===== config.mk =====
export PLATFORM = sky130hd
export DESIGN_NAME = gesture_uart_rx_flat
export DESIGN_NICKNAME = d
export VERILOG_FILES = /design/src/rtl/gesture_pkg.sv /design/src/rtl/gesture_if.sv /design/src/rtl/uart_rx_byte.sv /design/src/rtl/gesture_uart_rx.sv /design/src/flat_wrapper.sv
export SDC_FILE = /design/constraint.sdc
export NUM_CORES = 1
export LEC_CHECK = 0
export ABC_CLOCK_PERIOD_IN_PS = 2500
export CORE_ASPECT_RATIO = 0.6
export CORE_MARGIN = 2
export CORE_UTILIZATION = 50
export DETAILED_ROUTE_END_ITERATION = 12
export PLACE_DENSITY = 0.68
export SETUP_SLACK_MARGIN = 0.05
export SLEW_MARGIN = 20
export SYNTH_ARGS = -nofsm -noshare
export SYNTH_HDL_FRONTEND = slang
export SYNTH_SLANG_ARGS = --single-unit
export TNS_END_PERCENT = 1

===== constraint.sdc =====
create_clock -name clk -period 2.5 [get_ports clk]
set_clock_uncertainty 0.15 [all_clocks]
set_input_delay 0.5 -clock clk [delete_from_list [all_inputs] [get_ports clk]]
set_output_delay 0.5 -clock clk [all_outputs]
set_load 0.05 [all_outputs]

===== src/rtl/gesture_pkg.sv =====
// Shared gesture codes, frame constants and FSM state types
// for the gesture UART receiver.
package gesture_pkg;

  localparam logic [7:0] GEST_NONE          = 8'd0;
  localparam logic [7:0] GEST_ROCK          = 8'd1;
  localparam logic [7:0] GEST_PAPER         = 8'd2;
  localparam logic [7:0] GEST_SCISSORS      = 8'd3;
  localparam logic [7:0] GEST_THUMB         = 8'd4;
  localparam logic [7:0] GEST_INDEX         = 8'd5;
  localparam logic [7:0] GEST_MIDDLE        = 8'd6;
  localparam logic [7:0] GEST_RING          = 8'd7;
  localparam logic [7:0] GEST_PINKY         = 8'd8;
  localparam logic [7:0] GEST_PINKY_PROMISE = 8'd9;
  localparam logic [7:0] GEST_ROCK_SIGN     = 8'd10;

  localparam logic [7:0] SYNC_BYTE = 8'hA5;

  typedef enum logic [1:0] {
    HUNT,
    GOT_SYNC,
    GOT_CODE
  } parse_st_t;

  typedef enum logic [1:0] {
    RX_IDLE,
    RX_START,
    RX_DATA,
    RX_STOP
  } rx_st_t;

  function automatic logic code_ok(
    input logic [7:0]  code,
    input logic [7:0]  chk,
    input int unsigned gmax
  );
    return (chk == ~code) && (code != 8'd0)
        && (32'(code) <= gmax);
  endfunction

endpackage


===== src/rtl/gesture_if.sv =====
// Gesture command bus from the UART parser to
// gesture_decoder.
interface gesture_if;
  logic [7:0] gesture;
  logic       gesture_strobe;
  logic       frame_err;
  logic       line_err;

  modport master (
    output gesture,
    output gesture_strobe,
    output frame_err,
    output line_err
  );

  modport slave (
    input gesture,
    input gesture_strobe,
    input frame_err,
    input line_err
  );
endinterface


===== src/rtl/uart_rx_byte.sv =====
// 8N1 byte receiver: 2-flop synchroniser, mid-bit sampling,
// one-cycle byte_valid / byte_err pulses.
module uart_rx_byte
  import gesture_pkg::*;
#(
  parameter int unsigned CLKS_PER_BIT = 434
) (
  input  logic       clk,
  input  logic       reset,
  input  logic       rx,
  output logic [7:0] data,
  output logic       byte_valid,
  output logic       byte_err
);

  localparam int CW = $clog2(CLKS_PER_BIT);
  localparam logic [CW-1:0] HALF_END =
    CW'(CLKS_PER_BIT / 2 - 1);
  localparam logic [CW-1:0] BIT_END =
    CW'(CLKS_PER_BIT - 1);

  logic          rx_meta, rxs;
  rx_st_t        st, st_n;
  logic [CW-1:0] cnt, cnt_n;
  logic [2:0]    bit_cnt, bit_n;
  logic [7:0]    sh, sh_n;
  logic          armed, armed_n;
  logic          valid_n, err_n;

  assign data = sh;

  always_ff @(posedge clk or negedge reset) begin
    if (!reset) begin
      rx_meta    <= 1'b1;
      rxs        <= 1'b1;
      st         <= RX_IDLE;
      cnt        <= '0;
      bit_cnt    <= '0;
      sh         <= '0;
      armed      <= 1'b0;
      byte_valid <= 1'b0;
      byte_err   <= 1'b0;
    end else begin
      rx_meta    <= rx;
      rxs        <= rx_meta;
      st         <= st_n;
      cnt        <= cnt_n;
      bit_cnt    <= bit_n;
      sh         <= sh_n;
      armed      <= armed_n;
      byte_valid <= valid_n;
      byte_err   <= err_n;
    end
  end

  // armed stays low until the line is seen idle-high again
  always_comb begin
    st_n    = st;
    cnt_n   = cnt;
    bit_n   = bit_cnt;
    sh_n    = sh;
    armed_n = armed;
    valid_n = 1'b0;
    err_n   = 1'b0;
    unique case (st)
      RX_IDLE: begin
        cnt_n = '0;
        bit_n = '0;
        if (!armed)
          armed_n = rxs;
        else if (!rxs)
          st_n = RX_START;
      end
      RX_START: begin
        if (cnt == HALF_END) begin
          cnt_n = '0;
          st_n  = rxs ? RX_IDLE : RX_DATA;
        end else begin
          cnt_n = cnt + 1'b1;
        end
      end
      RX_DATA: begin
        if (cnt == BIT_END) begin
          cnt_n = '0;
          sh_n  = {rxs, sh[7:1]};
          bit_n = bit_cnt + 1'b1;
          if (bit_cnt == 3'd7)
            st_n = RX_STOP;
        end else begin
          cnt_n = cnt + 1'b1;
        end
      end
      RX_STOP: begin
        if (cnt == BIT_END) begin
          cnt_n = '0;
          st_n  = RX_IDLE;
          if (rxs) begin
            valid_n = 1'b1;
          end else begin
            err_n   = 1'b1;
            armed_n = 1'b0;
          end
        end else begin
          cnt_n = cnt + 1'b1;
        end
      end
      default: st_n = RX_IDLE;
    endcase
  end

endmodule


===== src/rtl/gesture_uart_rx.sv =====
// UART frame parser (SYNC, CODE, CHECK) driving the held
// gesture code and its strobe / error pulses.
module gesture_uart_rx
  import gesture_pkg::*;
#(
  parameter int unsigned CLK_HZ       = 50_000_000,
  parameter int unsigned BAUD         = 115_200,
  parameter int unsigned TIMEOUT_BITS = 40,
  parameter int unsigned GEST_MAX     = 10
) (
  input  logic     clk,
  input  logic     reset,
  input  logic     rx,
  gesture_if.master bus
);

  localparam int unsigned CLKS_PER_BIT = CLK_HZ / BAUD;
  localparam int unsigned TMO_LIM =
    TIMEOUT_BITS * CLKS_PER_BIT;
  localparam int TW = $clog2(TMO_LIM + 1);
  localparam logic [TW-1:0] TMO_END = TW'(TMO_LIM - 1);

  logic [7:0]    rx_data;
  logic          byte_valid, byte_err;
  parse_st_t     st, st_n;
  logic [7:0]    code, code_n;
  logic [TW-1:0] tmo, tmo_n;
  logic [7:0]    gest, gest_n;
  logic          strobe, strobe_n;
  logic          ferr, ferr_n;
  logic          lerr, lerr_n;
  logic          tmo_run;

  uart_rx_byte #(
    .CLKS_PER_BIT(CLKS_PER_BIT)
  ) u_rx (
    .clk       (clk),
    .reset     (reset),
    .rx        (rx),
    .data      (rx_data),
    .byte_valid(byte_valid),
    .byte_err  (byte_err)
  );

  assign bus.gesture        = gest;
  assign bus.gesture_strobe = strobe;
  assign bus.frame_err      = ferr;
  assign bus.line_err       = lerr;

  assign tmo_run = !byte_valid && !byte_err
                && (st != HUNT);

  always_ff @(posedge clk or negedge reset) begin
    if (!reset) begin
      st     <= HUNT;
      code   <= '0;
      tmo    <= '0;
      gest   <= GEST_NONE;
      strobe <= 1'b0;
      ferr   <= 1'b0;
      lerr   <= 1'b0;
    end else begin
      st     <= st_n;
      code   <= code_n;
      tmo    <= tmo_n;
      gest   <= gest_n;
      strobe <= strobe_n;
      ferr   <= ferr_n;
      lerr   <= lerr_n;
    end
  end

  // a received byte always outranks a same-cycle timeout
  always_comb begin
    st_n     = st;
    code_n   = code;
    tmo_n    = tmo;
    gest_n   = gest;
    strobe_n = 1'b0;
    ferr_n   = 1'b0;
    lerr_n   = 1'b0;
    unique case (1'b1)
      byte_err: begin
        lerr_n = 1'b1;
        st_n   = HUNT;
        tmo_n  = '0;
      end
      byte_valid: begin
        tmo_n = '0;
        unique case (st)
          HUNT: begin
            if (rx_data == SYNC_BYTE)
              st_n = GOT_SYNC;
          end
          GOT_SYNC: begin
            code_n = rx_data;
            st_n   = GOT_CODE;
          end
          GOT_CODE: begin
            st_n = HUNT;
            if (code_ok(code, rx_data, GEST_MAX)) begin
              gest_n   = code;
              strobe_n = 1'b1;
            end else begin
              ferr_n = 1'b1;
            end
          end
          default: st_n = HUNT;
        endcase
      end
      tmo_run: begin
        if (tmo == TMO_END) begin
          ferr_n = 1'b1;
          st_n   = HUNT;
          tmo_n  = '0;
        end else begin
          tmo_n = tmo + 1'b1;
        end
      end
      default: tmo_n = '0;
    endcase
  end

endmodule


===== src/flat_wrapper.sv =====
// flat-port wrapper written by rule: the top's interface ports become plain ports
module gesture_uart_rx_flat import gesture_pkg::*;
#(
  parameter int unsigned CLK_HZ       = 50_000_000,
  parameter int unsigned BAUD         = 115_200,
  parameter int unsigned TIMEOUT_BITS = 40,
  parameter int unsigned GEST_MAX     = 10
)
  (clk, reset, rx, bus_gesture, bus_gesture_strobe, bus_frame_err, bus_line_err);
  gesture_if bus_i ();
  input  logic clk;
  input  logic reset;
  input  logic rx;
  output wire logic [$bits(bus_i.gesture)-1:0] bus_gesture;
  output wire logic [$bits(bus_i.gesture_strobe)-1:0] bus_gesture_strobe;
  output wire logic [$bits(bus_i.frame_err)-1:0] bus_frame_err;
  output wire logic [$bits(bus_i.line_err)-1:0] bus_line_err;
  assign bus_gesture = bus_i.gesture;
  assign bus_gesture_strobe = bus_i.gesture_strobe;
  assign bus_frame_err = bus_i.frame_err;
  assign bus_line_err = bus_i.line_err;
  gesture_uart_rx #(.CLK_HZ(CLK_HZ), .BAUD(BAUD), .TIMEOUT_BITS(TIMEOUT_BITS), .GEST_MAX(GEST_MAX)) u_core (.clk(clk), .reset(reset), .rx(rx), .bus(bus_i));
endmodule

==> impl_metrics.tcl <==
set metrics [dict create \
    clock-sinks 63 \
    period_needed_ns 2.16 \
    firstDrtPassIters 4 \
    insertion_delay_ns 0.33 \
    start_kind "flop" \
    dieArea_um2 6270 \
    setup-tns-final_ns 0 \
    fin_nets 264 \
    post_cts_resized 0 \
    post_cts_buffers 0 \
    hp-class "reg -> reg" \
    ys_ff_latch 63 \
    path_buf_inv 1 \
    start_util_pct 51.3 \
    cp_cell_sequence "clkdlybuf4s50_1" \
    root_buffer "clkbuf_8" \
    syn_area_per_cell_um2 12.0 \
    critPathSlowestCell "clkdlybuf4s50_1" \
    p_leak_nw 1.49 \
    drv_slew 0 \
    crit_path_end_kind "output pin" \
    r2r_slack_ns 0.44 \
    layout-drive-gt1-share_pct 19.2 \
    htreeDepth 3 \
    syn_nets 244 \
    ys_types 42 \
    powerDensity_nw_per_um2 658 \
    cp.required_ns 1.85 \
    core_um2 5490 \
    grt_pass1_wl_mm 8.29 \
    synth-edff-count 0 \
    grt_overflow 0 \
    crit_family "buffers and inverters" \
    cts_tree "done" \
    cp_slowest_stage_delay_ns 0.81 \
    die_w_um 101 \
    r2r_end "u_core.u_rx.data[3]" \
    syn_inst 235 \
    top_layer "met4" \
    path_clk_slew_ns 0.07 \
    grt_max_degree 42 \
    relSlewSlack_pct 64.2 \
    wl_mm 4.71 \
    met1_length_mm 2.61 \
    cp_data_arrival_time_ns 1.51 \
    reg2regPathDepth 6 \
    synthesis.area_um2 2820 \
    layout_common_cells "dfrtp_1, nor2_1, mux2_2, xor2_1, clkdlybuf4s50_1" \
    hold_end "u_core.u_rx.rxs" \
    post-place-ws_ns 0.470 \
    vias_per_cell 5.44 \
    cts-buffers-inserted 9 \
    met3WireLength_um 188 \
    setup_ws_ns 0.344 \
    yosysSeqAreaShare_pct 56.1 \
    diodes 0 \
    hold_viol_final 0 \
    die_h_um 62.1 \
    grt_pass1_vias 1675 \
    dp_hpwl_mm 3.22 \
    whs_path_depth 0 \
    io_buffers 13 \
    yosys_warnings 0 \
    rows 21 \
    ant_nets 0 \
    rsz0062_at_grt "false" \
    peakVddDrop_mv 0.344 \
    area_growth_pct 14.4 \
    worst_pin_slew_ns 0.537 \
    clock.fmax_ghz 0.464 \
    drc_errors 0 \
    path_class "reg -> out" \
    min_from "u_core.u_rx.rx_meta" \
    setup_viol 0 \
    nFillCells 454 \
    gp_congestion 0.737 \
    wl_met2_mm 1.89 \
    cts_buffer_depth 2 \
    first_iter_violations 68 \
    critical_path.max_fanout 2 \
    grt.total_usage_pct 17.1 \
    synthFlopType "dfrtp_1" \
    p_total_mw 2.12 \
    vias 1789 \
    period_share_pct 86.2 \
    synthArstFlopShare_pct 100 \
    antenna_found_initial 0 \
    outcome "finished clean" \
    r2r-start "u_core.u_rx.cnt[1]" \
    drv_cap 0 \
    wl_per_cell_um 14.3 \
    final_common_cell "dfrtp_1" \
    pin_count 14 \
]
## worst max-delay path by stage
stage	startpoint	to	slack (ns)	cells after the start
global placement	u_core.u_rx.cnt[1]	u_core.u_rx.data[3]	0.55	6
finish	u_core.bus.gesture[3]	bus_gesture[3]	0.34	1
floorplan	u_core.u_rx.cnt[1]	u_core.u_rx.data[0]	0.68	7
CTS	u_core.bus.gesture[3]	bus_gesture[3]	0.32	1
global route	u_core.u_rx.cnt[1]	u_core.u_rx.data[1]	0.25	6
detailed placement	u_core.u_rx.cnt[1]	u_core.u_rx.data[7]	0.47	6
## registers in the layout, indices dropped and copies added, names as in the netlist, 2 cells and up, named ones only
register	flops
u_core.tmo	15
u_core.bus.gesture	8
u_core.u_rx.cnt	9
u_core.code	8
u_core.u_rx.data	8
u_core.st	2
u_core.u_rx.bit_cnt	3
## per-stage QoR
stage          util (%)  hold slack (ns)  cell area [um2]  cells
5_1_grt            58.6            0.216             3220    329
2_1_floorplan         -           0.0544             2820    235
3_5_place_dp       55.0            0.197             3020    312
4_1_cts            58.6            0.207             3220    329
3_3_place_gp       55.0            0.199             3020    312
6_report           58.6            0.206             3220    329
## power by group
| part | total (mW) | internal (mW) | switching (mW) |
|---|---|---|---|
| clock | 0.840 | 0.457 | 0.384 |
| combinational | 0.153 | 0.0701 | 0.0833 |
| sequential | 1.13 | 1.06 | 0.0637 |
## metal layers
layer	vias up	GRT usage, %
li1	894	-
met1	869	26.6
met2	24	21.8
met3	2	6.42
met4	0	5.14
met5	-	0
## synth_stat cells, drive strengths merged (5+ instances only)
| library cell | number | share of area, % |
|---|---|---|
| dfrtp | 61 | 54 |
| xor2 | 14 | 4.4 |
| o21ai | 7 | 1.2 |
| nor2 | 23 | 3.1 |
| a21oi | 6 | 1.1 |
| inv | 5 | 0.67 |
| xnor2 | 5 | 1.6 |
| and4 | 6 | 1.9 |
| ha | 6 | 2.7 |
| nand2 | 9 | 1.2 |
| a22o | 5 | 1.6 |
| mux2 | 22 | 8.8 |
| nand3 | 9 | 1.6 |
| nand4 | 8 | 1.8 |
## final cells by class
type	instances	area (um2)	share of cell area, %
inverter	5	18.8	0.583
multi-input combinational	161	1190	37.0
tap	69	86.3	2.68
timing repair buffer	15	155	4.82
sequential	63	1580	49.0
clock buffer	10	128	3.96
clock inverter	6	61.3	1.90
## what timing repair did
| item | 4_1_cts | 5_1_grt |
|---|---|---|
| hold buffers | 1 | 0 |
| setup endpoints to repair | 0 | 0 |
| endpoints found under the hold margin | 20 | 0 |
## logic make-up (layout without fill, tap and decap cells)
group | after synthesis | in the layout | share of synthesized area, %
buffers and inverters | 11 | 36 | 1.56
AND/OR/NAND/NOR | 89 | 89 | 19.1
XOR/XNOR | 19 | 19 | 5.91
adder cells (fa/ha/maj) | 6 | 6 | 2.67
multiplexers | 23 | 23 | 9.16
AO/OA/AOI/OAI | 24 | 24 | 5.51
flip-flops | 63 | 63 | 56.1
(Power assumes the default switching activity.)
